File: config.mk
export PLATFORM = sky130hd
export DESIGN_NAME = memory_master
export DESIGN_NICKNAME = d
export VERILOG_FILES = /design/src/rtl/memory_master_pkg.sv /design/src/rtl/mem_burst_counter.sv /design/src/rtl/memory_master.sv
export SDC_FILE = /design/constraint.sdc
export NUM_CORES = 1
export LEC_CHECK = 0
export CAP_MARGIN = 20
export CELL_PAD_IN_SITES_DETAIL_PLACEMENT = 0
export CELL_PAD_IN_SITES_GLOBAL_PLACEMENT = 1
export CORE_AREA = 4 4 75 77
export DETAILED_ROUTE_END_ITERATION = 6
export DIE_AREA = 0 0 79 81
export GPL_TIMING_DRIVEN = 0
export PLACE_DENSITY_LB_ADDON = 0.1
export SLEW_MARGIN = 10
export SYNTH_ARGS = -nofsm -noshare
export SYNTH_HDL_FRONTEND = slang
export SYNTH_SLANG_ARGS = --single-unit
File: constraint.sdc
create_clock -name clk -period 4.13 [get_ports clk]
set_input_delay 1.239 -clock clk [delete_from_list [all_inputs] [get_ports clk]]
set_output_delay 1.239 -clock clk [all_outputs]
set_load 0.005 [all_outputs]
File: src/rtl/memory_master_pkg.sv
// Shared constants and FSM state encoding for the burst memory initiator.
// Build option: MEMORY_MASTER_VERIFY_EN adds the write read-back states.
package memory_master_pkg;

    localparam int MEM_DEPTH  = 17;
    localparam int ADDR_WIDTH = 5;
    localparam int DATA_WIDTH = 8;

    typedef enum logic [3:0] {
        IDLE,
        WR_DATA,
        WR_REQ,
`ifdef MEMORY_MASTER_VERIFY_EN
        VFY_REQ,
        VFY_CHK,
`endif
        RD_REQ,
        RD_WAIT,
        RD_RESP,
        DONE
    } mm_state_e;

endpackage

File: src/rtl/mem_burst_counter.sv
// Burst address register (wraps at the last word) and remaining-beat
// down-counter, with start-address range check and length saturation.
module mem_burst_counter
    import memory_master_pkg::*;
(
    input  logic                  clk,
    input  logic                  reset,
    input  logic                  load,
    input  logic                  step,
    input  logic [ADDR_WIDTH-1:0] cmd_address,
    input  logic [ADDR_WIDTH-1:0] cmd_length,
    output logic                  addr_oob,
    output logic [ADDR_WIDTH-1:0] address,
    output logic                  last
);

    localparam logic [ADDR_WIDTH-1:0] LAST_ADDR = ADDR_WIDTH'(MEM_DEPTH - 1);

    logic [ADDR_WIDTH-1:0] addr_q, addr_d;
    logic [ADDR_WIDTH-1:0] cnt_q, cnt_d;

    function automatic logic [ADDR_WIDTH-1:0] sat_length(input logic [ADDR_WIDTH-1:0] len);
        return (len > LAST_ADDR) ? LAST_ADDR : len;
    endfunction

    assign addr_oob = (cmd_address > LAST_ADDR);
    assign address  = addr_q;
    assign last     = (cnt_q == '0);

    always_comb begin
        addr_d = addr_q;
        cnt_d  = cnt_q;
        if (load) begin
            addr_d = cmd_address;
            cnt_d  = sat_length(cmd_length);
        end else if (step) begin
            addr_d = (addr_q == LAST_ADDR) ? '0 : addr_q + 1'b1;
            if (!last) begin
                cnt_d = cnt_q - 1'b1;
            end
        end
    end

    always_ff @(posedge clk or posedge reset) begin
        if (reset) begin
            addr_q <= '0;
            cnt_q  <= '0;
        end else begin
            addr_q <= addr_d;
            cnt_q  <= cnt_d;
        end
    end

endmodule

File: src/rtl/memory_master.sv
// Burst read/write initiator for the single-port byte memory.
// Build option: MEMORY_MASTER_VERIFY_EN enables read-back verify of every write beat.
module memory_master
    import memory_master_pkg::*;
(
    input  logic                  clk,
    input  logic                  reset,
    input  logic                  CmdValid,
    output logic                  CmdReady,
    input  logic                  CmdWrite,
    input  logic [ADDR_WIDTH-1:0] CmdAddress,
    input  logic [ADDR_WIDTH-1:0] CmdLength,
    input  logic                  WrValid,
    output logic                  WrReady,
    input  logic [DATA_WIDTH-1:0] WrData,
    output logic                  RdValid,
    input  logic                  RdReady,
    output logic [DATA_WIDTH-1:0] RdData,
    output logic                  Done,
    output logic                  AddrError,
    output logic                  VerifyError,
    output logic [DATA_WIDTH-1:0] MemWriteData,
    output logic [ADDR_WIDTH-1:0] MemAddress,
    output logic                  MemReadOrWrite,
    input  logic [DATA_WIDTH-1:0] MemReadData
);

    mm_state_e             state_q, state_d;
    logic [DATA_WIDTH-1:0] wdata_q, wdata_d;
    logic [DATA_WIDTH-1:0] rdata_q, rdata_d;
    logic                  mem_rw_q, mem_rw_d;
    logic                  done_q, done_d;
    logic                  aerr_q, aerr_d;
    logic                  load, step, addr_oob, last;

    mem_burst_counter u_counter (
        .clk         (clk),
        .reset       (reset),
        .load        (load),
        .step        (step),
        .cmd_address (CmdAddress),
        .cmd_length  (CmdLength),
        .addr_oob    (addr_oob),
        .address     (MemAddress),
        .last        (last)
    );

`ifdef MEMORY_MASTER_VERIFY_EN
    logic verr_q, verr_d;
    assign VerifyError = verr_q;
`else
    assign VerifyError = 1'b0;
`endif

    assign CmdReady       = (state_q == IDLE);
    assign WrReady        = (state_q == WR_DATA);
    assign RdValid        = (state_q == RD_RESP);
    assign RdData         = rdata_q;
    assign Done           = done_q;
    assign AddrError      = aerr_q;
    assign MemWriteData   = wdata_q;
    assign MemReadOrWrite = mem_rw_q;

    always_comb begin
        state_d = state_q;
        wdata_d = wdata_q;
        rdata_d = rdata_q;
        aerr_d  = 1'b0;
        load    = 1'b0;
        step    = 1'b0;
`ifdef MEMORY_MASTER_VERIFY_EN
        verr_d  = verr_q;
`endif
        case (state_q)
            IDLE: begin
                if (CmdValid) begin
`ifdef MEMORY_MASTER_VERIFY_EN
                    verr_d = 1'b0;
`endif
                    if (addr_oob) begin
                        aerr_d  = 1'b1;
                        state_d = DONE;
                    end else begin
                        load    = 1'b1;
                        state_d = CmdWrite ? WR_DATA : RD_REQ;
                    end
                end
            end
            WR_DATA: begin
                if (WrValid) begin
                    wdata_d = WrData;
                    state_d = WR_REQ;
                end
            end
`ifdef MEMORY_MASTER_VERIFY_EN
            WR_REQ:  state_d = VFY_REQ;
            VFY_REQ: state_d = VFY_CHK;
            VFY_CHK: begin
                if (MemReadData != wdata_q) begin
                    verr_d = 1'b1;
                end
                step    = 1'b1;
                state_d = last ? DONE : WR_DATA;
            end
`else
            WR_REQ: begin
                step    = 1'b1;
                state_d = last ? DONE : WR_DATA;
            end
`endif
            RD_REQ:  state_d = RD_WAIT;
            RD_WAIT: begin
                rdata_d = MemReadData;
                state_d = RD_RESP;
            end
            RD_RESP: begin
                if (RdReady) begin
                    step    = 1'b1;
                    state_d = last ? DONE : RD_REQ;
                end
            end
            DONE:    state_d = IDLE;
            default: state_d = IDLE;
        endcase
        // Strobes are decoded from the next state so they are flop outputs aligned with their state.
        mem_rw_d = (state_d == WR_REQ);
        done_d   = (state_d == DONE);
    end

    always_ff @(posedge clk or posedge reset) begin
        if (reset) begin
            state_q  <= IDLE;
            wdata_q  <= '0;
            rdata_q  <= '0;
            mem_rw_q <= 1'b0;
            done_q   <= 1'b0;
            aerr_q   <= 1'b0;
`ifdef MEMORY_MASTER_VERIFY_EN
            verr_q   <= 1'b0;
`endif
        end else begin
            state_q  <= state_d;
            wdata_q  <= wdata_d;
            rdata_q  <= rdata_d;
            mem_rw_q <= mem_rw_d;
            done_q   <= done_d;
            aerr_q   <= aerr_d;
`ifdef MEMORY_MASTER_VERIFY_EN
            verr_q   <= verr_d;
`endif
        end
    end

endmodule

==> flow_summary_export.csv, run 1 <==
group,metric,value,unit
setup_path,slowest_delay,580,ps
layout,num-nets-final,272,
logic_synthesis,synth.most_common_cell,"nand2_1",
place,gp_congestion,0.8029,
die,die_y,81,µm
sta,slew_viol_final,0,
global_route,grtUsageTotal,0.1415,
logic_synthesis,syn_avg_cell_area,10.16,µm²
die,rows,26,
logic_synthesis,synth_common_cells,"nand2_1 (37), dfrtp_1 (33), a21oi_1 (13)",
sta,skew,9.877,ps
pwr,finalPower,1561,µW
global_route,grt_pass1_vias,1509,
logic_synthesis,async_flop_share,1.000,
route,drc,0,
status,outcome,"finished clean",
logic_synthesis,yosysSeqAreaShare,0.4779,
sta,setup_violations,0,
job,maxCapViolations,0,
setup_path,critical_path_class,"reg2out",
setup_path,r2r_cells,6,
layout,antenna_cells,0,
layout,drive_above_1_share,0.1435,
setup_path,critPathLaunchType,"flip-flop",
logic_synthesis,ys_ff_latch,33,
place,hpwl,3238,µm
die,dieArea,0.006399,mm²
route,ant_nets,0,
sta,relSlewSlack,0.4842,
die,io_pins,60,
logic_synthesis,yosys_warnings,0,
logic_synthesis,synth_cell_types,48,
logic_synthesis,synthTopCellsByArea,"dfrtp_1 (48%), nand2_1 (8.0%), mux2_2 (5.9%)",
sta,period_share,0.7448,
global_route,grt_start_max_net_pins,34,
setup_path,crit_family,"buffers and inverters",
pwr,power_density,620.3,mW/mm²
global_route,grt_pass1_wl,7031,µm
setup_path,required,2890,ps
setup_path,cp_cell_sequence,"buf_2 > nor4b_1 > clkdlybuf4s50_1",
setup_path,critPathCaptureType,"output port",
clock_network,clock_sinks,33,
route,drt-total-wl,4248,µm
logic_synthesis,synth_top_area_frac,0.4779,
clock_network,root_buffer,"clkbuf_8",
sta,rsz0062_at_grt,"no",
min_path,holdPathStages,2,
global_route,grt_overflow,0,
setup_path,cp_slowest_cell,"clkdlybuf4s50_1",
clock_network,htreeDepth,2,
clock_network,cts_tree,"yes",
global_route,antenna_found_initial,0,
global_route,gr-usage-met2,0.2567,
layout,fillers,511,
logic_synthesis,netlist_instances,170,
die,die_w,79,µm
pwr,p_leak,0.001074,µW
place,io_buffer_count,58,
place,place_inst,299,
setup_path,crit_cells,3,
sta,layout_min_cycle_time,3076,ps
die,core,0.005010,mm²
sta,worst_pin_slew,771.6,ps
sta,fmax,325.1,MHz
layout,stdcell_count,307,
setup_path,critPathBufInv,2,
route,via_per_inst,4.844,
clock_network,postCtsSetupBuffers,0,
pwr,peakVddDrop,0.3511,mV
sta,timing.final.hold_violations,0,
route,drt-initial-drc-count,90,
die,initial_core_util,0.3449,
clock_network,clkTransAtPathRegs,70,ps
setup_path,cp.arrival,1840,ps
clock_network,cts_buffer_depth,2,
place,placed_area,0.002400,mm²
route,vias,1487,
min_path,hold_class,"reg2reg",
logic_synthesis,synth_top_cell_by_area,"dfrtp_1",
global_route,grt_use_met3,0.04767,
clock_network,cts-buffers-inserted,5,
route,drt_pass1_iterations,4,
setup_path,critPathMaxFanout,10,
sta,setup_tns,0,ps
route,wl_per_cell,13.84,µm
global_route,grtUsageMet1,0.1556,
logic_synthesis,synth_ff_type,"dfrtp_1",
clock_network,cts_resized,0,
logic_synthesis,syn_area,0.001728,mm²
layout,area_growth,45.62,%
clock_network,clk_latency,280,ps
logic_synthesis,synth_enable_flop_cells,0,
layout,stdcell_area,0.002516,mm²
clock_network,cts_hold_buf,0,
global_route,grt.busiest_layer,"met2",
[logic make-up (layout without fill, tap and decap cells)]
family | after synthesis | count (layout) | synth area share
adders and majority gates | 4 | 4 | 0.02897
other | 1 | 2 | 0.002170
AOI/OAI and AO/OA | 33 | 33 | 0.1303
buffers and inverters | 16 | 82 | 0.05503
DFF | 33 | 33 | 0.4779
and+or+nand+nor | 71 | 71 | 0.2317
xor gates and xnor gates | 3 | 3 | 0.01521
muxes | 9 | 9 | 0.05865
[layout make-up]
type	instances	area, µm²	area share
Sequential cell	33	825.8	0.3282
Multi-Input combinational cell	122	810.8	0.3222
Timing Repair Buffer	58	580.6	0.2307
Tap cell	70	87.58	0.03481
Clock buffer	7	86.33	0.03431
Buffer	7	61.31	0.02437
Inverter	9	33.78	0.01343
Clock inverter	1	30.03	0.01193
[through the flow]
stage | setup WS, ps | util | hold WS, ps
6_report | 1054 | 0.5022 | 475.6
5_1_grt | 917.7 | 0.5022 | 498.1
4_1_cts | 996.7 | 0.5022 | 479.0
3_5_place_dp | 986.2 | 0.4790 | 461.3
3_3_place_gp | 983.8 | 0.4790 | 459.5
2_1_floorplan | 1789 | - | 469.7
[final timing paths]
check                                       end  slack [ps]          startpoint
setup / recovery                        WrReady        1050          state_q[2]
hold / removal                  MemWriteData[5]         480     MemWriteData[5]
setup reg to reg                           Done        2140  u_counter.cnt_q[0]
hold reg to reg                 MemWriteData[5]         480     MemWriteData[5]
max in group asynchronous            state_q[3]        2270               reset
min in group asynchronous  u_counter.address[1]        1390               reset
[worst min-delay path, cell delays in order (launching register included)]
cell	delay, ps
dfrtp_1	340
nand2_1	50
nand2_1	50
[layer usage]
metal	share of wire	wire length, µm	vias up
met4	0.012	52	0
met2	0.50	2134	60
met3	0.071	301	5
met5	0	0	-
li1	-	-	718
met1	0.41	1759	704
[sequential cells by signal, summed over array words and instances, names as in the netlist]
register	cells
AddrError	1
MemWriteData	8
Done	1
u_counter.cnt_q	5
u_counter.address	5
state_q	4
MemReadOrWrite	1
RdData	8
[layout by cell type (no fill, tap or decap), types with 2 or more instances in the layout]
master,synthesis,layout
clkbuf_8,1,7
buf_4,2,2
o31ai_1,2,2
conb_1,1,2
a31oi_1,2,2
nand3_1,6,6
nor4b_1,2,2
buf_2,2,2
nor3_1,2,2
o21ai_1,2,2
clkdlybuf4s50_1,0,58
a21oi_1,13,13
inv_1,8,7
o22ai_1,2,2
ha_1,4,4
dfrtp_1,33,33
nand2_1,37,37
nor2_1,5,5
xnor2_1,2,2
buf_6,2,2
o21ai_0,3,3
and2_1,2,2
mux2_2,9,9
nand2b_1,3,3
[report_power, final]
part | switching [µW] | internal (µW)
Clock | 116 | 197
Sequential | 103 | 460
Combinational | 285 | 399
Total | 505 | 1060
Note: power is estimated with default switching activity, not from simulation.
==> run 2: changes to the inputs <==
--- a/config.mk
+++ b/config.mk
@@ -8,9 +8,9 @@
 export CAP_MARGIN = 20
 export CELL_PAD_IN_SITES_DETAIL_PLACEMENT = 0
 export CELL_PAD_IN_SITES_GLOBAL_PLACEMENT = 1
-export CORE_AREA = 4 4 75 77
+export CORE_AREA = 4 4 77 79
 export DETAILED_ROUTE_END_ITERATION = 6
-export DIE_AREA = 0 0 79 81
+export DIE_AREA = 0 0 81 83
 export GPL_TIMING_DRIVEN = 0
 export PLACE_DENSITY_LB_ADDON = 0.1
 export SLEW_MARGIN = 10
==> constraint.sdc (replaced) <==
create_clock -name clk -period 3 [get_ports clk]
set_input_delay 0.9 -clock clk [delete_from_list [all_inputs] [get_ports clk]]
set_output_delay 0.9 -clock clk [all_outputs]
set_load 0.005 [all_outputs]
==> run 2 against run 1 <==
Net effect: global-route usage decreased by 0.28 points; sequential power increased by 39%; register-to-register slack got worse by 1100 ps; wire length is 3.5% higher; first-iteration DRC count down 84%; flip-flop and latch count unchanged; critical path type unchanged; largest cell class unchanged; highest routed layer unchanged.
==> flow_summary_export.csv, run 2 (synthesized netlist as in run 1, its figures left out) <==
group,metric,value,unit
die,initial_core_util,0.3237,
setup_path,crit_family,"buffers and inverters",
setup_path,r2r-start,"u_counter.cnt_q[0]",
layout,stdcell_area,0.002522,mm²
route,drt-initial-drc-count,14,
global_route,antenna_found_initial,0,
sta,slew_viol_final,0,
setup_path,slowest_delay,580,ps
route,vias,1457,
global_route,grtUsageTotal,0.1387,
pwr,p_leak,0.001073,µW
die,rows,27,
setup_path,critPathLaunchType,"flip-flop",
clock_network,clkTransAtPathRegs,80,ps
setup_path,regToRegEndpoint,"Done",
global_route,grt_start_max_net_pins,34,
die,die_w,81,µm
setup_path,cp_cell_sequence,"clkbuf_8 > nor4_2 > clkdlybuf4s50_1",
job,maxCapViolations,0,
die,die_y,83,µm
layout,num-nets-final,272,
clock_network,root_buffer,"clkbuf_8",
die,io_pins,60,
route,drt-total-wl,4395,µm
clock_network,clock_sinks,33,
global_route,grt_pass1_vias,1507,
clock_network,cts_resized,0,
global_route,grt_overflow,0,
sta,setup_violations,0,
min_path,holdPathStages,2,
route,drt_pass1_iterations,4,
min_path,hold_path_end,"MemWriteData[0]",
place,hpwl,3310,µm
route,via_per_inst,4.715,
setup_path,r2r_cells,6,
setup_path,critPathBufInv,2,
place,io_buffer_count,58,
route,drc,0,
min_path,hold_class,"reg2reg",
layout,mostFrequentLayoutCell,"clkdlybuf4s50_1",
setup_path,cp_slowest_cell,"clkdlybuf4s50_1",
sta,period_share,0.9163,
status,outcome,"finished clean",
clock_network,cts_tree,"yes",
setup_path,reg2reg_slack,1050,ps
clock_network,cts_hold_buf,0,
sta,worst_pin_slew,784.3,ps
route,ant_nets,0,
min_path,min_from,"MemWriteData[0]",
setup_path,required,2100,ps
place,gp_congestion,0.7500,
die,core,0.005338,mm²
sta,rsz0062_at_grt,"no",
global_route,grt_pass1_wl,7362,µm
setup_path,critPathMaxFanout,10,
layout,fillers,522,
route,wl_per_cell,14.22,µm
place,place_inst,301,
clock_network,clk_latency,280,ps
layout,area_growth,45.98,%
sta,skew,7.924,ps
setup_path,critPathCaptureType,"output port",
layout,stdcell_count,309,
clock_network,htreeDepth,2,
setup_path,cp.arrival,1850,ps
setup_path,critical_path_class,"reg2out",
layout,drive_above_1_share,0.1477,
sta,fmax,363.8,MHz
sta,layout_min_cycle_time,2749,ps
sta,relSlewSlack,0.4758,
place,placed_area,0.002402,mm²
layout,antenna_cells,0,
sta,timing.final.hold_violations,0,
pwr,peakVddDrop,0.3701,mV
clock_network,cts-buffers-inserted,5,
sta,setup_tns,0,ps
pwr,power_density,857.4,mW/mm²
clock_network,cts_buffer_depth,2,
die,dieArea,0.006723,mm²
layout,mostFrequentLayoutCells,"clkdlybuf4s50_1 (58), nand2_1 (37), dfrtp_1 (33)",
clock_network,postCtsSetupBuffers,0,
run 2: metrics by stage:
stage / utilization / total power [µW] / hold slack (ps) / setup WS, ps
6_report: 0.4726 / 2163 / 478.2 / 251.2
2_1_floorplan: - / 1260 / 469.7 / 998.3
4_1_cts: 0.4726 / 2200 / 481.5 / 231.1
3_3_place_gp: 0.4501 / 1713 / 458.9 / 173.5
5_1_grt: 0.4726 / 2330 / 501.3 / 88.01
3_5_place_dp: 0.4501 / 1740 / 461.4 / 203.5
run 2: final cells by class:
type	count	area [µm²]	share of cell area
Multi-Input combinational cell	122	810.8	0.3214
Sequential cell	33	825.8	0.3274
Inverter	9	33.78	0.01339
Buffer	7	61.31	0.02431
Clock inverter	2	37.54	0.01488
Clock buffer	6	82.58	0.03274
Tap cell	72	90.09	0.03571
Timing Repair Buffer	58	580.6	0.2302
run 2: worst min-delay path, cell delays in order (launching register included):
cell	delay, ps
dfrtp_1	350
nand2_1	50
nand2_1	50
run 2: worst max-delay path by stage:
stage | from | to | cells past startpoint
3_3_place_gp | CmdAddress[0] | u_counter.address[2] | 6
6_report | state_q[3] | CmdReady | 3
2_1_floorplan | CmdAddress[0] | u_counter.cnt_q[3] | 5
5_1_grt | state_q[2] | WrReady | 3
4_1_cts | state_q[3] | CmdReady | 3
3_5_place_dp | CmdAddress[0] | u_counter.cnt_q[0] | 6
run 2: routing by layer:
layer,share of wire,vias to the layer above,routed length (µm),track usage
met4,0.0055,0,24,0.02765
met2,0.52,34,2284,0.2472
met1,0.40,702,1761,0.1540
met3,0.074,2,325,0.05315
li1,-,719,-,-
met5,0,-,0,0
run 2: power breakdown:
group	internal, µW	switching (µW)	total, µW
clock network	270	165	435
registers	633	147	780
logic	549	398	947
